## src/rtl/stopwatch_display.sv

```systemverilog
// BCD mm:ss stopwatch fed by a sampled divided clock, with 4-digit display scan.
// Optional lap freeze of the displayed value: define STOPWATCH_LAP_EN.
module stopwatch_display #(
  parameter int SCAN_DIV    = 100000,
  parameter int SYNC_STAGES = 2
) (
  input  logic        I_CLK,
  input  logic        rst_n,
  input  logic        tick_in,
  input  logic        start,
  input  logic        stop,
  input  logic        clear,
  input  logic        lap,
  output logic [15:0] count,
  output logic        running,
  output logic        overflow,
  output logic [3:0]  an,
  output logic [6:0]  seg,
  output logic        dp
);

  typedef enum logic [1:0] {IDLE, RUN, PAUSE} state_t;

  localparam int SW = $clog2(SCAN_DIV);
  localparam logic [SW-1:0] SCAN_MAX = SW'(SCAN_DIV - 1);

  state_t state, state_d;

  logic [SYNC_STAGES-1:0] sync;
  logic        prev;
  logic        tick;
  logic        inc;
  logic [15:0] count_d;
  logic        ovf_d;
  logic [15:0] disp_d;

  logic [SW-1:0] scan;
  logic [1:0]    idx, idx_d;
  logic          scan_wrap;
  logic [3:0]    digit;

  function automatic logic [6:0] seg_of(input logic [3:0] d);
    unique case (d)
      4'd0:    seg_of = 7'b1000000;
      4'd1:    seg_of = 7'b1111001;
      4'd2:    seg_of = 7'b0100100;
      4'd3:    seg_of = 7'b0110000;
      4'd4:    seg_of = 7'b0011001;
      4'd5:    seg_of = 7'b0010010;
      4'd6:    seg_of = 7'b0000010;
      4'd7:    seg_of = 7'b1111000;
      4'd8:    seg_of = 7'b0000000;
      4'd9:    seg_of = 7'b0010000;
      default: seg_of = 7'b1111111;
    endcase
  endfunction

  // synchronise tick_in and keep its previous value for edge detect
  always_ff @(posedge I_CLK) begin
    if (!rst_n) begin
      sync <= '0;
      prev <= 1'b0;
    end else begin
      sync <= {sync[SYNC_STAGES-2:0], tick_in};
      prev <= sync[SYNC_STAGES-1];
    end
  end

  assign tick = sync[SYNC_STAGES-1] & ~prev;
  assign inc  = tick && (state == RUN) && !stop && !clear;

  // next state: clear beats stop beats start
  always_comb begin
    state_d = state;
    if (clear) begin
      state_d = IDLE;
    end else if (stop) begin
      if (state == RUN) state_d = PAUSE;
    end else if (start) begin
      if (state != RUN) state_d = RUN;
    end
  end

  // BCD increment with full carry ripple and wrap at 59:59
  always_comb begin
    count_d = count;
    ovf_d   = overflow;
    if (clear) begin
      count_d = '0;
      ovf_d   = 1'b0;
    end else if (inc) begin
      if (count[3:0] != 4'd9) begin
        count_d[3:0] = count[3:0] + 4'd1;
      end else begin
        count_d[3:0] = 4'd0;
        if (count[7:4] != 4'd5) begin
          count_d[7:4] = count[7:4] + 4'd1;
        end else begin
          count_d[7:4] = 4'd0;
          if (count[11:8] != 4'd9) begin
            count_d[11:8] = count[11:8] + 4'd1;
          end else begin
            count_d[11:8] = 4'd0;
            if (count[15:12] != 4'd5) begin
              count_d[15:12] = count[15:12] + 4'd1;
            end else begin
              count_d[15:12] = 4'd0;
              ovf_d          = 1'b1;
            end
          end
        end
      end
    end
  end

  // state, count and status registers
  always_ff @(posedge I_CLK) begin
    if (!rst_n) begin
      state    <= IDLE;
      count    <= '0;
      overflow <= 1'b0;
      running  <= 1'b0;
    end else begin
      state    <= state_d;
      count    <= count_d;
      overflow <= ovf_d;
      running  <= (state_d == RUN);
    end
  end

`ifdef STOPWATCH_LAP_EN
  logic        frozen, frozen_d;
  logic [15:0] latch, latch_d;

  // lap toggles freeze in RUN; stop/clear always unfreeze
  always_comb begin
    frozen_d = frozen;
    latch_d  = latch;
    if (clear || stop) begin
      frozen_d = 1'b0;
    end else if (lap && (state == RUN)) begin
      frozen_d = ~frozen;
    end
    if (frozen_d && !frozen) latch_d = count_d;
  end

  // lap latch registers
  always_ff @(posedge I_CLK) begin
    if (!rst_n) begin
      frozen <= 1'b0;
      latch  <= '0;
    end else begin
      frozen <= frozen_d;
      latch  <= latch_d;
    end
  end

  assign disp_d = frozen_d ? latch_d : count_d;
`else
  logic lap_unused;
  assign lap_unused = lap;
  assign disp_d     = count_d;
`endif

  assign scan_wrap = (scan == SCAN_MAX);
  assign idx_d     = scan_wrap ? idx + 2'd1 : idx;

  // pick the digit for the index being shown after this edge
  always_comb begin
    digit = disp_d[3:0];
    unique case (idx_d)
      2'd0: digit = disp_d[3:0];
      2'd1: digit = disp_d[7:4];
      2'd2: digit = disp_d[11:8];
      2'd3: digit = disp_d[15:12];
    endcase
  end

  // free-running scan with registered an/seg/dp
  always_ff @(posedge I_CLK) begin
    if (!rst_n) begin
      scan <= '0;
      idx  <= 2'd0;
      an   <= 4'b1110;
      seg  <= 7'b1000000;
      dp   <= 1'b1;
    end else begin
      scan <= scan_wrap ? '0 : scan + SW'(1);
      idx  <= idx_d;
      an   <= ~(4'b0001 << idx_d);
      seg  <= seg_of(digit);
      dp   <= (idx_d != 2'd2);
    end
  end

endmodule

```

## config.mk

```make
export PLATFORM = sky130hd
export DESIGN_NAME = stopwatch_display
export DESIGN_NICKNAME = d
export VERILOG_FILES = /design/src/rtl/stopwatch_display.sv
export SDC_FILE = /design/constraint.sdc
export NUM_CORES = 1
export LEC_CHECK = 0
export CORE_ASPECT_RATIO = 0.9
export CORE_UTILIZATION = 30
export DETAILED_ROUTE_END_ITERATION = 16
export PLACE_DENSITY_LB_ADDON = 0.1
export SYNTH_ARGS = -nofsm -noshare
export SYNTH_HDL_FRONTEND = slang
export SYNTH_SLANG_ARGS = --single-unit
```

## constraint.sdc

```tcl
create_clock -name I_CLK -period 5.9 [get_ports I_CLK]
set_clock_uncertainty 0.15 [all_clocks]
set_input_delay 1.18 -clock I_CLK [delete_from_list [all_inputs] [get_ports I_CLK]]
set_output_delay 1.18 -clock I_CLK [all_outputs]
set_load 0.02 [all_outputs]
```

Word level (Yosys, flattened, before mapping):

Memories as Yosys holds them, arrays and structs flattened. A register that Yosys moved wholly into a read port is not among the register bits.
Cells that the tools add are included.

* flip-flop bits (word level): 47
* bits in latches: 0
* memory bits (writable): 0
* ROM bits: 112
* bits of input ports: 7
* logic and storage cells: 64
* memories kept: 1

Memory list
* (name not given): depth 16, width 7, read ports 1, clocked after Yosys merged registers in 1, wr ports 0, RTL line 43 `unique case (d)`

* add/sub/neg operators: 6
* multipliers: 0
* div/mod/pow operators: 0
* $lt $le $gt $ge: 0
* equal/unequal tests: 12
* shift operators: 1
* multiplexer cells: 16
* bitwise gates (word level): 8
* reductions and logical operators: 10

Operators with widths (number)
* $mux W16: 2
* $mux W4: 5
* $add A17 B1 Y17 const B: 1
* $eq A17 B17 Y1 const B: 1
* $add A4 B1 Y4 const B: 4
* $pmux W4 S4: 1
* $mux W12: 1
* $mux W2: 6
* $mux W8: 1
* $ne A4 B3 Y1 const B: 2
* $ne A4 B4 Y1 const B: 2
* $eq A2 B1 Y1 const B: 3
* $not A1 Y1: 6
* $reduce_and A5 Y1: 1
* $eq A2 B2 Y1 const B: 2
* $not A4 Y4: 1
* $reduce_or A2 Y1: 2
* $shl A1 B2 Y4 const A: 1
* $logic_and A1 B1 Y1: 3
* $logic_not A1 Y1: 3
* $add A2 B1 Y2 const B: 1
* $logic_not A2 Y1: 1
* $ne A2 B1 Y1 const B: 1
* $ne A2 B2 Y1 const B: 1
* $and A1 B1 Y1: 1

Depth between registers and ports, before layout:

Gate-level depths: netlist of the first run.

* word-level depth: 8
* gate-level depth with buffers: 14

Worst setup path after synthesis of the first run:

No wires, ideal clock.

* path kind: input to register
* start point: in stop
* end point: reg seg[3]
* setup time: 0.138 ns
* arrival time: 3.390 ns
* data required time: 5.612 ns
* slack: 2.223 ns
* stages on the path: 10
* buffers on the path: 0
* cells stage by stage: or3_1 > or4_1 > nand3_1 > a32oi_1 > a211oi_4 > inv_1 > ha_1 > inv_1 > o31ai_1 > a21oi_1

* longest elaborated chain between the ends: 6

Ends and longest elaborated chain
* from (decl): RTL line 11 `input logic stop,`
* $logic_not A1 Y1: RTL line 70 `assign inc = tick && (state == RUN) && !stop && !clear;`
* $logic_and A1 B1 Y1 (2 in series): RTL line 70
* $mux W16: RTL line 91 `end else if (inc) begin`
* $mux W16: RTL line 88 `if (clear) begin`
* $pmux W4 S4: RTL line 171 `unique case (idx_d)`
* to (decl): RTL line 18 `output logic [6:0] seg,`

No other way between the ends.
A chain may end at the register's enable or synchronous reset.

Final worst setup path of the first run:

* start point: in clear
* end point: reg seg[3]

* longest elaborated chain between the ends: 5

Ends and longest elaborated chain
* from (decl): RTL line 12 `input logic clear,`
* $logic_not A1 Y1: RTL line 70
* $logic_and A1 B1 Y1: RTL line 70
* $mux W16: RTL line 91
* $mux W16 *: RTL line 88
* $pmux W4 S4 *: RTL line 171

Every way passes the cells marked *; elsewhere a longest branch is shown, timed or not.

==> results of run 1 <==
cell type report:
cell class	count	area (um2)	area share
Multi-Input combinational cell	253	1700	0.494
Sequential cell	53	1060	0.308
Timing Repair Buffer	36	358	0.104
Tap cell	122	153	0.0443
Clock buffer	7	86.3	0.0251
Inverter	15	56.3	0.0163
Clock inverter	1	30.0	0.00872
logic make-up after synthesis:
kind of cell	after synthesis	share of synthesized area
adder cells (fa/ha/maj)	12	0.0519
AO/OA/AOI/OAI	64	0.160
flip-flops	53	0.367
multiplexers	10	0.0346
XOR/XNOR	18	0.0545
buffers and inverters	29	0.0458
AND/OR/NAND/NOR	149	0.286
cell usage after synthesis, drive strengths merged, types with 2 or more instances:
master / number / area (um2)
or4: 3 / 22.5
o21ai: 12 / 63.8
nand2: 26 / 97.6
nand4bb: 2 / 22.5
and3: 5 / 31.3
o21ba: 2 / 20.0
nor2b: 3 / 18.8
and2: 9 / 56.3
o211a: 2 / 20.0
or3: 2 / 12.5
nor2: 49 / 186
and4bb: 2 / 25.0
ha: 12 / 150
a21oi: 21 / 109
a211oi: 2 / 27.5
o31a: 3 / 26.3
mux2i: 10 / 100
buf: 7 / 50.1
or3b: 2 / 17.5
nand3b: 2 / 27.5
nand2b: 3 / 18.8
a31oi: 3 / 25.0
xor2: 13 / 114
o31ai: 5 / 37.5
nand4: 6 / 37.5
and4: 3 / 26.3
clkbuf: 7 / 26.3
inv: 14 / 52.6
o211ai: 3 / 22.5
nand3: 11 / 55.1
dfxtp: 53 / 1060
xnor2: 5 / 43.8
and3b: 3 / 26.3
nor3: 3 / 15.0
nor4: 10 / 68.8
registers in the layout, summed over array words and instances (netlist names):
| register | cells |
|---|---|
| sync | 2 |
| an | 3 |
| scan | 17 |
| prev | 1 |
| count | 16 |
| overflow | 1 |
| seg | 7 |
| state | 2 |
| idx | 2 |
| running | 1 |
| dp | 1 |
how the worst min path moves through the flow:
stage                                   from            endpoint  slack [ns]  cells past startpoint
after floorplan           sync[0]$_SDFF_PN0_  sync[1]$_SDFF_PN0_        0.26                      1
after global placement    sync[0]$_SDFF_PN0_  sync[1]$_SDFF_PN0_        0.29                      1
after detailed placement  sync[0]$_SDFF_PN0_  sync[1]$_SDFF_PN0_        0.28                      1
after CTS                 sync[0]$_SDFF_PN0_  sync[1]$_SDFF_PN0_        0.30                      1
after global routing      sync[0]$_SDFF_PN0_  sync[1]$_SDFF_PN0_        0.34                      1
final                     sync[0]$_SDFF_PN0_  sync[1]$_SDFF_PN0_        0.30                      1
layer usage:
| metal | GRT usage | up-vias | wire length, um |
|---|---|---|---|
| li1 | - | 1252 | - |
| met1 | 0.212 | 1123 | 3700 |
| met2 | 0.215 | 50 | 2790 |
| met3 | 0.0321 | 5 | 253 |
| met4 | 0.0382 | 0 | 55 |
| met5 | 0 | - | 0 |
through the flow:
stage	cell area (um2)	util	std cells	setup WS [ns]	power (uW)
after global placement	3330	0.360	479	1.05	393
after floorplan	2890	-	335	2.22	384
after detailed placement	3330	0.360	479	1.05	394
after global routing	3440	0.372	487	1.04	670
after CTS	3440	0.372	487	1.36	653
final	3440	0.372	487	1.35	642
where the power goes:
part	switching, uW	internal [uW]
Clock	119	138
Combinational	14.2	7.94
Sequential	2.12	360
Total	135	507
worst register-to-register path, cell delays in order, from the launching register on:
cell	delay, ns
dfxtp_1	0.34
nand4bb_1	0.60
or3_1	0.72
or4_1	0.58
nand3_1	0.12
a32oi_1	0.16
a211oi_4	0.43
inv_1	0.14
ha_1	0.33
inv_1	0.04
o31ai_1	0.24
a21oi_1	0.06
==> run_results.csv, run 1 <==
group,metric,value,unit
synth,synth_edf_count,0,
clock_network,cts_tree,"done",
power,power_density,186,nW/um2
finish,mostFrequentLayoutCells,"53 x dfxtp_1, 48 x nor2_1, 35 x clkdlybuf4s50_1",
sta,worstMarginPinSlew,0.648,ns
global_routing,grt_max_degree,18,
sta,slew_headroom,0.567,
worst_setup_path,crit_path_max_fanout,12,
placed_design,io_buffers,35,
floorplan,die_area,10000,um2
clock_network,clkSlewWorstSetupHoldPaths,0.09,ns
global_routing,grt_pass1_wl,11400,um
worst_setup_path,crit_start,"clear",
clock_network,clock_latency,0.31,ns
worst_setup_path,worst_ep_arrival_time,4.58,ns
floorplan,ioPinCount,37,
job,cap_violations,0,
clock_network,cts_buffers,5,
worst_setup_path,worstPathRequired,5.93,ns
worst_setup_path,cp.depth,12,
synth,synth_cell_type_count,64,
worst_setup_path,crit_path_end,"seg[3]$_SDFF_PN0_",
finish,antenna_cells,0,
clock_network,post-cts-setup-buffer-count,0,
sta,max_clock_freq,220,MHz
clock_network,clock_sinks,53,
synth,synth_warnings,0,
route,first_pass_iters,4,
sta,finalHoldViolCount,0,
floorplan,core,9250,um2
worst_setup_path,slowest_stage,"clkdlybuf4s50_1",
finish,syn2layout_area_growth,19.0,%
sta,rsz0062_at_grt,"no",
sta,whs,0.295,ns
global_routing,grt_util_all_layers,0.145,
worst_setup_path,reg2reg_to,"seg[3]$_SDFF_PN0_",
floorplan,num_rows,33,
worst_hold_path,hold_path_class,"reg2reg",
power,leakage,0.00123,uW
route,finalWirelength,6800,um
synth,syn_inst,335,
route,routedWlPerCell,14.0,um
global_routing,grt.overflow.total,0,
finish,final_common_cell,"dfxtp_1",
worst_setup_path,regToRegStartpoint,"state[1]$_SDFF_PN0_",
sta,finalSetupTns,0,ns
synth,ys_seq_elements,53,
clock_network,cts_root_buf,"clkbuf_8",
synth,syn_area_per_cell,8.64,um2
placed_design,dpl.hpwl,4970,um
route,drc,0,
worst_setup_path,critical-path-top-delay-family,"compound AO/OA/AOI/OAI gates",
clock_network,ctsResizeCount,0,
finish,drive_gt1_frac,0.0603,
power,max-vdd-ir-drop,101,uV
worst_setup_path,critPathKind,"in2reg",
route,antenna_left,0,
sta,finalMaxSlewViolations,0,
sta,post-route-period-util,0.770,
synth,async_reset_ff_frac,0,
synth,syn_nets,354,
worst_setup_path,rrSetupSlack,1.87,ns
worst_setup_path,path_buf_inv,3,
finish,nFillCells,948,
synth,mappedNetlistArea,2890,um2
worst_setup_path,worstSetupStartpointType,"input pin",
clock_network,cts.htree.levels,2,
route,first_iter_violations,98,
route,routed_via_density,4.99,
synth,synth_flop_cell,"dfxtp_1",
status,status,"finished clean",
worst_setup_path,crit_path_max_incr_delay,0.73,ns
sta,setup_viol,0,
global_routing,antenna_found_initial,0,
synth,synth_seq_area_share,0.367,
finish,layout.nets,383,
worst_setup_path,cp-end-kind,"register",
clock_network,ctsHoldBuffers,0,
placed_design,gp_congestion,0.811,
worst_setup_path,r2r_cells,11,
floorplan,die_h,95.2,um
route,via_count,2430,
floorplan,die_width,106,um
sta,period_needed,4.55,ns
floorplan,start_util,0.313,
worst_setup_path,worstPathCellList,"clkdlybuf4s50_1 -> or4b_1 -> nor4_1 -> mux2i_1 -> a21oi_1 -> a32oi_1 -> a211oi_4 -> inv_1 -> ha_1 -> inv_1 -> o31ai_1 -> a21oi_1",
clock_network,clockBufferDepth,2,
global_routing,grt_pass1_vias,2187,
Power figures use the tool's default switching activity.
==> run 2: changes to the inputs <==
clock period = 4.2 ns   (was 5.9 ns; I/O delays follow)
==> run 2 against run 1 <==
Non-clock buffer count grew 10; first-iteration DRC count grew 23%; via count grew 1.7%; sequential share of layout area shrank 0.40 points; hold slack gained 0.011 ns; setup slack lost 0.72 ns; sequential power grew 40%; clock-buffer cell count shrank 1; die area is the same; clock power grew 14%; final area grew 1.3%; highest routed layer unchanged.
==> run_results.csv, run 2 (same netlist as run 1, synthesis figures left out) <==
group,metric,value,unit
route,first_iter_violations,121,
floorplan,start_util,0.313,
floorplan,ioPinCount,37,
global_routing,grt_pass1_vias,2157,
sta,max_clock_freq,281,MHz
power,max-vdd-ir-drop,112,uV
finish,largest-register,"scan",
sta,post-route-period-util,0.848,
finish,layout.nets,393,
sta,setup_viol,0,
worst_setup_path,worst_ep_arrival_time,3.59,ns
global_routing,grt.overflow.total,0,
floorplan,die_width,106,um
route,routed_via_density,4.97,
clock_network,cts_root_buf,"clkbuf_8",
finish,drive_gt1_frac,0.0853,
status,status,"finished clean",
floorplan,num_rows,33,
global_routing,grt_util_all_layers,0.144,
route,first_pass_iters,4,
sta,finalHoldViolCount,0,
route,via_count,2471,
floorplan,die_h,95.2,um
finish,antenna_cells,0,
clock_network,clockBufferDepth,2,
clock_network,cts_tree,"done",
finish,final_common_cell,"dfxtp_1",
worst_setup_path,cp-end-kind,"register",
finish,mostFrequentLayoutCells,"53 x dfxtp_1, 48 x nor2_1, 35 x clkdlybuf4s50_1",
worst_setup_path,worstPathRequired,4.23,ns
worst_setup_path,rrSetupSlack,0.73,ns
power,power_density,239,nW/um2
finish,syn2layout_area_growth,20.6,%
sta,slew_headroom,0.565,
global_routing,antenna_found_initial,0,
clock_network,cts.htree.levels,2,
global_routing,grt_max_degree,18,
clock_network,cts_buffers,5,
finish,largest_register_ffs,17,
worst_setup_path,critPathKind,"in2reg",
sta,finalMaxSlewViolations,0,
route,drc,0,
clock_network,clkSlewWorstSetupHoldPaths,0.10,ns
job,cap_violations,0,
sta,rsz0062_at_grt,"no",
power,leakage,0.00127,uW
placed_design,gp_congestion,0.781,
floorplan,core,9250,um2
clock_network,post-cts-setup-buffer-count,0,
sta,finalSetupTns,0,ns
global_routing,grt_pass1_wl,11300,um
clock_network,ctsHoldBuffers,0,
placed_design,dpl_cell_area,3400,um2
sta,period_needed,3.56,ns
finish,finalInstanceArea,3490,um2
placed_design,dpl.hpwl,5200,um
clock_network,clock_sinks,53,
worst_hold_path,hold_path_class,"reg2reg",
worst_setup_path,crit_path_max_fanout,3,
sta,worstMarginPinSlew,0.651,ns
clock_network,clock_latency,0.31,ns
worst_setup_path,worstSetupStartpointType,"input pin",
placed_design,io_buffers,35,
finish,nFillCells,989,
finish,largestRegisters,"scan: 17 flops, count: 16 flops, seg: 7 flops",
floorplan,die_area,10000,um2
route,antenna_left,0,
route,finalWirelength,6980,um
clock_network,ctsResizeCount,0,
route,routedWlPerCell,14.0,um
==> run 2: cell types whose count changed in the layout (fill, tap and decap cells not counted) <==
| cell | before | now |
|---|---|---|
| inv_6 | 0 | 1 |
| clkinv_2 | 0 | 1 |
| bufinv_16 | 1 | 0 |
| clkbuf_8 | 6 | 5 |
| buf_4 | 1 | 11 |
==> run 2: critical path: stages <==
cell and delay (ns):
clkdlybuf4s50_1 0.43, or3_1 0.42, or4_1 0.55, nand3_1 0.11, a32oi_1 0.14, a211oi_4 0.33, inv_1 0.13, ha_1 0.33
inv_1 0.04, o31ai_1 0.22, a21oi_1 0.06
==> run 2: per-stage QoR <==
stage | util | setup WS [ns] | cells | hold slack (ns) | total power (uW)
after floorplan | - | 0.817 | 335 | 0.262 | 539
after global placement | 0.368 | 0.302 | 489 | 0.286 | 555
after detailed placement | 0.368 | 0.305 | 489 | 0.286 | 556
after CTS | 0.377 | 0.642 | 497 | 0.315 | 853
after global routing | 0.377 | 0.439 | 497 | 0.335 | 874
final | 0.377 | 0.637 | 497 | 0.306 | 835
==> run 2: power breakdown <==
part / total (uW) / internal, uW / leakage (uW) / switching (uW)
Clock: 292 / 119 / 0.0000456 / 173
Sequential: 510 / 506 / 0.000428 / 3.05
Combinational: 33.5 / 13.1 / 0.000794 / 20.4
==> run 2: layout make-up <==
cell class,count,area (um2),share of cell area
Multi-Input combinational cell,253,1700,0.487
Sequential cell,53,1060,0.304
Timing Repair Buffer,46,433,0.124
Tap cell,122,153,0.0437
Clock buffer,6,72.6,0.0208
Inverter,15,56.3,0.0161
Clock inverter,2,13.8,0.00394
==> run 2: final timing paths <==
kind,startpoint,endpoint,cells after the start
setup / recovery,stop,seg[3]$_SDFF_PN0_,11
hold reg to reg,sync[0]$_SDFF_PN0_,sync[1]$_SDFF_PN0_,1
setup reg to reg,count[0]$_SDFF_PN0_,seg[3]$_SDFF_PN0_,12
hold / removal,sync[0]$_SDFF_PN0_,sync[1]$_SDFF_PN0_,1
==> run 2: routing by layer <==
metal,routed length [um],part of all wire,GRT usage
met4,53,0.0076,0.0347
met5,0,0,0
met3,221,0.032,0.0246
met2,2960,0.42,0.216
met1,3740,0.54,0.213
==> run 3: changes to the inputs <==
clock period = 2.9 ns   (was 4.2 ns; I/O delays follow)
==> run 3 against run 2 <==
The flow now finishes with violations (setup timing); cell count increased by 13%; flip-flop and latch count unchanged; clock power increased by 47%; critical path depth increased by 2; utilization increased by 7.9 points; total power increased by 47%; critical endpoint unchanged; largest cell class unchanged.
==> run_results.csv, run 3 (same netlist as run 1, synthesis figures left out) <==
group,metric,value,unit
finish,layout.nets,456,
clock_network,clkSlewWorstSetupHoldPaths,0.10,ns
finish,drive_gt1_frac,0.308,
worst_setup_path,crit_path_max_fanout,4,
sta,max_clock_freq,327,MHz
route,routedWlPerCell,14.0,um
sta,whs,0.327,ns
route,drc,0,
clock_network,clock_sinks,53,
clock_network,clockBufferDepth,2,
clock_network,clock_latency,0.30,ns
floorplan,die_h,95.2,um
sta,post-route-period-util,1.05,
route,highest_layer,"met4",
sta,setup_viol,7,
worst_hold_path,holdPathStages,1,
worst_setup_path,critPathKind,"reg2reg",
sta,fin_ws,-0.159,ns
finish,finalCoreUtilization,0.456,
route,routed_via_density,4.84,
power,pwr-share-seq,0.599,
power,clock_power_share,0.351,
finish,antenna_cells,0,
sta,finalMaxSlewViolations,0,
worst_setup_path,worstSetupStartpointType,"register",
floorplan,num_rows,33,
route,first_iter_violations,104,
placed_design,post-place-ws,-0.679,ns
route,finalWirelength,7820,um
global_routing,grt_util_all_layers,0.162,
worst_hold_path,hold_path_class,"reg2reg",
global_routing,grt_pass1_vias,2586,
route,antenna_left,0,
worst_setup_path,cp-end-kind,"register",
clock_network,ctsHoldBuffers,0,
status,status,"finished, violations left",
global_routing,antenna_found_initial,0,
placed_design,dp_cells,543,
sta,slew_headroom,0.642,
floorplan,die_area,10000,um2
route,wl_met2,3600,um
placed_design,io_buffers,35,
route,wl_met1,3850,um
sta,period_needed,3.06,ns
floorplan,core,9250,um2
clock_network,cts_tree,"done",
status,violations,"setup timing",
power,leakage,0.00166,uW
finish,finalNonFillerCells,560,
power,switching_power,296,uW
power,max-vdd-ir-drop,197,uV
power,sw_frac_of_total,0.241,
job,cap_violations,0,
route,via_count,2712,
worst_setup_path,regToRegStartpoint,"count[1]$_SDFF_PN0_",
power,internal-power,931,uW
floorplan,ioPinCount,37,
worst_setup_path,r2r_cells,13,
finish,final_common_cell,"buf_4",
clock_network,cts.htree.levels,2,
sta,rsz0062_at_grt,"yes",
finish,largest-register,"scan",
finish,finalInstanceArea,4220,um2
route,dr_wl_met3,314,um
global_routing,grt.overflow.total,0,
placed_design,dpl.hpwl,5750,um
global_routing,grt_max_degree,18,
global_routing,grt_pass1_wl,12800,um
clock_network,cts_buffers,5,
sta,finalHoldViolCount,0,
worst_setup_path,worst_ep_arrival_time,3.10,ns
power,pwr-share-comb,0.051,
placed_design,gp_congestion,0.773,
floorplan,start_util,0.313,
finish,largestRegisters,"scan: 17 flops, count: 16 flops, seg: 7 flops",
floorplan,die_width,106,um
worst_setup_path,crit_start,"count[1]$_SDFF_PN0_",
worst_hold_path,hp-start,"sync[1]$_SDFF_PN0_",
power,power_density,291,nW/um2
finish,mostFrequentLayoutCells,"68 x buf_4, 48 x nor2_1, 47 x dfxtp_1",
clock_network,cts_root_buf,"clkbuf_8",
placed_design,dpl_cell_area,3880,um2
finish,syn2layout_area_growth,45.9,%
sta,worstMarginPinSlew,0.536,ns
finish,largest_register_ffs,17,
worst_setup_path,worstPathRequired,2.94,ns
route,first_pass_iters,4,
## run 3: cell count changes in the layout (fill, tap and decap cells not counted), moves of 5 or more
cell / previous run / this run
buf_4: 11 / 68
a21oi_1: 20 / 14
a21oi_2: 1 / 7
ha_1: 12 / 7
dfxtp_1: 53 / 47
nor4_1: 9 / 4
buf_6: 0 / 5
## run 3: final timing paths
check,endpoint,slack [ns]
worst max-delay path,seg[3]$_SDFF_PN0_,-0.16
worst min-delay path,prev$_SDFF_PN0_,0.33
worst max register to register,seg[3]$_SDFF_PN0_,-0.16
worst min register to register,prev$_SDFF_PN0_,0.33
## run 3: cell type report
type,count,area [um2]
fill,947,5030
sequential,53,1070
clock inverter,3,21.3
inverter,15,58.8
timing repair buffer,109,938
clock buffer,5,68.8
tap,122,153
multi-input combinational,253,1910
## run 3: power groups by stage
stage / Clock (uW) / Sequential [uW] / Combinational [uW]
2_1_floorplan: 0 / 753 / 26.0
3_3_place_gp: 0 / 751 / 61.9
3_5_place_dp: 0 / 751 / 61.9
4_1_cts: 453 / 735 / 62.7
5_1_grt: 481 / 736 / 68.4
6_report: 430 / 734 / 62.1
## run 3: what timing repair did
item | CTS | global route
pin swaps | 19 | 14
resized for setup | 25 | 18
setup endpoints to repair | 7 | 7
setup buffers | 7 | 3
hold endpoints to repair | 0 | 0
## run 3: worst max-delay path, cell delays in order (launching register included)
cell	delay, ns
dfxtp_4	0.36
inv_4	0.05
ha_4	0.14
nand4b_4	0.09
or3_4	0.37
or4_4	0.56
nand3_2	0.09
a32oi_2	0.12
a211oi_4	0.33
inv_2	0.11
ha_4	0.28
inv_2	0.03
o31ai_1	0.21
a21oi_1	0.06
## run 3: per-layer routing
layer  vias to the layer above  GRT usage
li1                       1397          -
met1                      1265      0.219
met2                        46      0.274
met3                         4     0.0267
met4                         0     0.0347
met5                         -          0
## run 3: per-stage QoR
step           power (uW)  setup TNS, ns
5_1_grt              1280          -1.83
6_report             1230         -0.798
2_1_floorplan         779         -0.200
3_5_place_dp          813          -4.18
3_3_place_gp          813          -4.19
4_1_cts              1250          -1.11
